--- src/rtl/bcd_conv_pkg.sv ---
// Shared constants for the serial BCD <-> Excess-3 converter: mode encoding and
// default parameter values.
package bcd_conv_pkg;

    localparam logic MODE_ADD = 1'b0;
    localparam logic MODE_SUB = 1'b1;

    localparam int unsigned DIGIT_W_DEF   = 4;
    localparam int unsigned OFFSET_DEF    = 3;
    localparam int unsigned MAX_DIGIT_DEF = 9;

endpackage

--- src/rtl/bcd_serial_range_chk.sv ---
// Range checker for one serial digit: collects the bits of the digit and raises a
// one-cycle registered err pulse when the completed source digit is out of range.
module bcd_serial_range_chk
    import bcd_conv_pkg::*;
#(
    parameter int unsigned DIGIT_W   = DIGIT_W_DEF,
    parameter int unsigned OFFSET    = OFFSET_DEF,
    parameter int unsigned MAX_DIGIT = MAX_DIGIT_DEF
) (
    input  logic clock,
    input  logic reset,
    input  logic ser_bit,
    input  logic valid,
    input  logic last,
    input  logic mode,
    output logic err
);

    // The earlier DIGIT_W-1 bits are registered; the live bit completes the
    // DIGIT_W-bit window on the last bit.
    logic [DIGIT_W-2:0] sr_q;
    logic [DIGIT_W-2:0] sr_d;
    logic [DIGIT_W-1:0] digit_val;
    logic [31:0]        digit_ext;
    logic               illegal;
    logic               err_q;
    logic               err_d;

    always_comb begin
        sr_d      = sr_q;
        digit_val = {ser_bit, sr_q};
        digit_ext = 32'(digit_val);
        illegal   = 1'b0;
        err_d     = 1'b0;
        if (valid) begin
            sr_d = digit_val[DIGIT_W-1:1];
        end
        if (mode == MODE_ADD) begin
            illegal = digit_ext > MAX_DIGIT;
        end else begin
            illegal = (digit_ext < OFFSET) || (digit_ext > MAX_DIGIT + OFFSET);
        end
        err_d = valid & last & illegal;
    end

    always_ff @(posedge clock or posedge reset) begin
        if (reset) begin
            sr_q  <= '0;
            err_q <= 1'b0;
        end else begin
            sr_q  <= sr_d;
            err_q <= err_d;
        end
    end

    assign err = err_q;

endmodule

--- src/rtl/bcd_serial_converter.sv ---
// Bit-serial (LSB first) BCD <-> Excess-3 converter: adds or subtracts OFFSET per digit.
// Optional range checker enabled by macro BCD_SERIAL_CONV_ERRCHK_EN.
module bcd_serial_converter
    import bcd_conv_pkg::*;
#(
    parameter int unsigned DIGIT_W   = DIGIT_W_DEF,
    parameter int unsigned OFFSET    = OFFSET_DEF,
    parameter int unsigned MAX_DIGIT = MAX_DIGIT_DEF
) (
    input  logic clock,
    input  logic reset,
    input  logic x_in,
    input  logic x_valid,
    input  logic mode,
    output logic y_out,
    output logic y_valid,
    output logic digit_last,
    output logic err
);

    localparam int unsigned CNT_W = $clog2(DIGIT_W);
    localparam logic [DIGIT_W-1:0] OFF_BITS = DIGIT_W'(OFFSET);
    localparam logic [CNT_W-1:0]   CNT_LAST = CNT_W'(DIGIT_W - 1);

    logic [CNT_W-1:0] bit_cnt_q, bit_cnt_d;
    logic             carry_q, carry_d;
    logic             mode_q, mode_d;
    logic             first_bit;
    logic             last_bit;
    logic             mode_eff;
    logic             k;
    logic             c;

    always_comb begin
        bit_cnt_d = bit_cnt_q;
        carry_d   = carry_q;
        mode_d    = mode_q;
        first_bit = (bit_cnt_q == '0);
        last_bit  = (bit_cnt_q == CNT_LAST);
        mode_eff  = first_bit ? mode : mode_q;
        // Subtraction is addition of the one's complement with carry-in 1.
        k         = OFF_BITS[bit_cnt_q] ^ (mode_eff == MODE_SUB);
        c         = first_bit ? (mode_eff == MODE_SUB) : carry_q;
        y_out     = x_in ^ k ^ c;
        if (x_valid) begin
            if (first_bit) begin
                mode_d = mode;
            end
            if (last_bit) begin
                bit_cnt_d = '0;
                carry_d   = 1'b0;
            end else begin
                bit_cnt_d = bit_cnt_q + 1'b1;
                carry_d   = (x_in & k) | (x_in & c) | (k & c);
            end
        end
    end

    always_ff @(posedge clock or posedge reset) begin
        if (reset) begin
            bit_cnt_q <= '0;
            carry_q   <= 1'b0;
            mode_q    <= 1'b0;
        end else begin
            bit_cnt_q <= bit_cnt_d;
            carry_q   <= carry_d;
            mode_q    <= mode_d;
        end
    end

    assign y_valid    = x_valid;
    assign digit_last = x_valid & last_bit;

`ifdef BCD_SERIAL_CONV_ERRCHK_EN
    bcd_serial_range_chk #(
        .DIGIT_W   (DIGIT_W),
        .OFFSET    (OFFSET),
        .MAX_DIGIT (MAX_DIGIT)
    ) u_range_chk (
        .clock   (clock),
        .reset   (reset),
        .ser_bit (x_in),
        .valid   (x_valid),
        .last    (last_bit),
        .mode    (mode_eff),
        .err     (err)
    );
`else
    assign err = 1'b0;
`endif

endmodule

--- config.mk ---
export PLATFORM = sky130hd
export DESIGN_NAME = bcd_serial_converter
export DESIGN_NICKNAME = d
export VERILOG_FILES = /design/src/rtl/bcd_conv_pkg.sv /design/src/rtl/bcd_serial_range_chk.sv /design/src/rtl/bcd_serial_converter.sv
export SDC_FILE = /design/constraint.sdc
export NUM_CORES = 1
export LEC_CHECK = 0
export CAP_MARGIN = 0
export CORE_AREA = 4 4 41 43
export CTS_CLUSTER_DIAMETER = 80
export CTS_CLUSTER_SIZE = 24
export DETAILED_ROUTE_END_ITERATION = 8
export DIE_AREA = 0 0 45 47
export HOLD_SLACK_MARGIN = 0.05
export PLACE_DENSITY = 0.38
export RECOVER_POWER = 25
export SETUP_SLACK_MARGIN = 0.2
export SYNTH_ARGS = -nofsm -noshare
export SYNTH_HDL_FRONTEND = slang
export SYNTH_SLANG_ARGS = --single-unit
--- constraint.sdc ---
create_clock -name clock -period 3 [get_ports clock]
set_input_delay 0.3 -clock clock [delete_from_list [all_inputs] [get_ports clock]]
set_output_delay 0.3 -clock clock [all_outputs]
set_load 0.01 [all_outputs]
==> flow_summary_export.csv <==
group,metric,value,unit
outcome,status,"finished clean",
clocking,clk_pin_slew,0.03,ns
setup_path,reg2reg_from,"bit_cnt_q[1]$_DFFE_PP0P_",
final_layout,drive_gt1_share,17.1,%
drt,wl_per_cell,8.48,um
drt,drt_iter0_markers,0,
clocking,ctsResizeCount,0,
die,num_rows,13,
place,place_congestion,0.631,
drt,routed_wl,424,um
sta,fin_crit_sh,88.7,%
setup_path,arrival,2.36,ns
clocking,cts_max_path_buffers,2,
power,ir_drop,0.245,mV
sta,rsz0062_at_grt,"no",
die,dieArea,2120,um2
setup_path,path_cells,"inv_1 > ha_1 > mux2i_1 > xnor2_1 > fa_1 > inv_1 > clkdlybuf4s50_1",
yosys,yosys_register_bits,4,
power,power_density,996,nW/um2
clocking,cts_tree,"built",
yosys,synthTopCellsByArea,"dfrtp_1, ha_1, mux2_2",
setup_path,path_class,"reg -> out",
setup_path,max_stage_delay,0.52,ns
sta,drv_slew,0,
grt,overflow,0,
final_layout,antenna_cells,0,
flow_run,cap_violations,0,
yosys,yosysWarnings,0,
yosys,synth_nets,35,
yosys,syn_avg_cell_area,10.1,um2
final_layout,postLayoutCoreUtil,28.3,%
die,core,1300,um2
place,dp_hpwl,371,um
yosys,synth_top_area_share,36.9,%
yosys,yosysTopAreaCell,"dfrtp_1",
yosys,netlist_instances,27,
die,initial_core_util,20.9,%
sta,layout_min_cycle_time,2.66,ns
place,port_buffers,7,
setup_path,worstSetupStartpoint,"bit_cnt_q[1]$_DFFE_PP0P_",
clocking,postCtsHoldBufs,0,
grt,antenna_found_initial,0,
clocking,cts.sinks,4,
final_layout,fillers,151,
drt,vias_per_cell,3.74,
sta,fin_skew,0.00109,ns
hold_path,hold_class,"in -> async",
grt,grt_max_degree,9,
setup_path,reg2reg_to,"carry_q$_DFFE_PP0P_",
drt,ant_nets,0,
clocking,clock_latency,0.23,ns
die,die_w,45,um
grt,grt.total_usage,4.13,%
clocking,h-tree-depth,1,
grt,grt_pass1_vias,154,
final_layout,area_growth,35.5,%
power,leakagePower,0.000176,uW
clocking,post_cts_buffers,0,
setup_path,endpoint,"y_out",
die,die_y,47,um
drt,dr.pass1.iters,1,
setup_path,worst-path-max-fanout,3,
drt,drc,0,
setup_path,worst_setup_path_start_kind,"register",
yosys,synthesis.area,272,um2
setup_path,crit_slowest_cell,"clkdlybuf4s50_1",
sta,hold_viol_final,0,
drt,via_count,187,
clocking,cts_root_buf,"clkbuf_4",
sta,clock.fmax,0.376,GHz
setup_path,cp-end-kind,"output pin",
yosys,synth_cell_types,14,
clocking,cts_buffers,3,
grt,grt_pass1_wl,565,um
yosys,yosysSeqAreaShare,36.9,%
setup_path,critPathMostFrequentCell,"inv_1",
setup_path,r2r_slack,1.27,ns
setup_path,worstPathRequired,2.70,ns
final_layout,layout.nets,45,
setup_path,r2r_cells,7,
sta,finalSetupViolCount,0,
die,num_io_pins,9,
sta,fin_tns_setup,0,ns
-- final cells by class --
class	count	area, um2	area share (%)
Clock buffer	3	22.5	6.12
Tap cell	15	18.8	5.10
Inverter	5	18.8	5.10
Timing Repair Buffer	7	70.1	19.0
Multi-Input combinational cell	16	138	37.4
Sequential cell	4	100	27.2
-- Yosys cell counts (all sizes together) --
| master | n |
|---|---|
| mux2 | 2 |
| ha | 2 |
| buf | 2 |
| mux2i | 2 |
| inv | 5 |
| nand2 | 2 |
| xnor2 | 1 |
| and2 | 1 |
| conb | 1 |
| fa | 1 |
| dfrtp | 4 |
| o21ai | 2 |
| or3b | 1 |
| nor2 | 1 |
-- stage by stage --
step / instances / setup WS, ns / power (uW) / hold WS, ns / cell area (um2)
after global routing: 50 / 0.219 / 403 / 0.406 / 368
after detailed placement: 47 / 0.526 / 312 / 0.497 / 345
after global placement: 47 / 0.602 / 300 / 0.490 / 345
after floorplan: 27 / 1.15 / 226 / 0.0661 / 272
after CTS: 50 / 0.282 / 380 / 0.249 / 368
final: 50 / 0.338 / 366 / 0.389 / 368
-- per-layer routing --
layer | global-route usage [%] | vias up | routed length (um)
met4 | 5.26 | 0 | 0
li1 | - | 98 | -
met5 | 0 | - | 0
met2 | 4.80 | 8 | 194
met3 | 1.53 | 0 | 49
met1 | 5.08 | 81 | 180
-- flip-flops by register name, indices dropped and copies added, names as in the netlist --
name       count
carry_q        1
mode_q         1
bit_cnt_q      2
-- power by group --
| group | switching [uW] | internal [uW] | total, uW |
|---|---|---|---|
| sequential | 15.7 | 80.2 | 95.9 |
| combinational | 91.4 | 116 | 207 |
| clock | 18.8 | 44.5 | 63.3 |
-- worst max-delay path, delay by kind of cell, from the launching register on --
family / cells / cell delay (ns)
fa+ha+maj: 2 / 0.67
buf+inv: 3 / 0.66
flops: 1 / 0.39
mux: 1 / 0.24
xor+xnor: 1 / 0.18
-- layout by cell type, fill, tap and decap left out --
master,Yosys,final
nor2_1,1,1
fa_1,1,1
or3b_1,1,1
mux2_2,2,2
dlygate4sd3_1,0,1
mux2i_1,2,2
clkdlybuf4s50_1,0,6
conb_1,1,1
nand2_1,2,2
inv_1,5,5
o21ai_0,2,2
xnor2_1,1,1
dfrtp_1,4,4
and2_2,1,1
clkbuf_4,0,3
ha_1,2,2
-- worst min-delay path by stage --
stage                                           to  depth (start not counted)  startpoint
after floorplan           bit_cnt_q[0]$_DFFE_PP0P_                          1       reset
after global placement    bit_cnt_q[1]$_DFFE_PP0P_                          2       reset
after detailed placement  bit_cnt_q[0]$_DFFE_PP0P_                          2       reset
after CTS                 bit_cnt_q[0]$_DFFE_PP0P_                          2       reset
after global routing            mode_q$_DFFE_PP0P_                          2       reset
final                     bit_cnt_q[0]$_DFFE_PP0P_                          2       reset
-- kinds of logic after synthesis --
logic type	count (synthesis)	synth area share, %
adder cells (fa/ha/maj)	3	16.6
XOR/XNOR	1	3.23
multiplexers	4	15.7
other	1	1.38
AND/OR/NAND/NOR	5	10.1
flip-flops	4	36.9
buffers and inverters	7	12.4
AO/OA/AOI/OAI	2	3.69
Note: power is estimated with default switching activity, not from simulation.
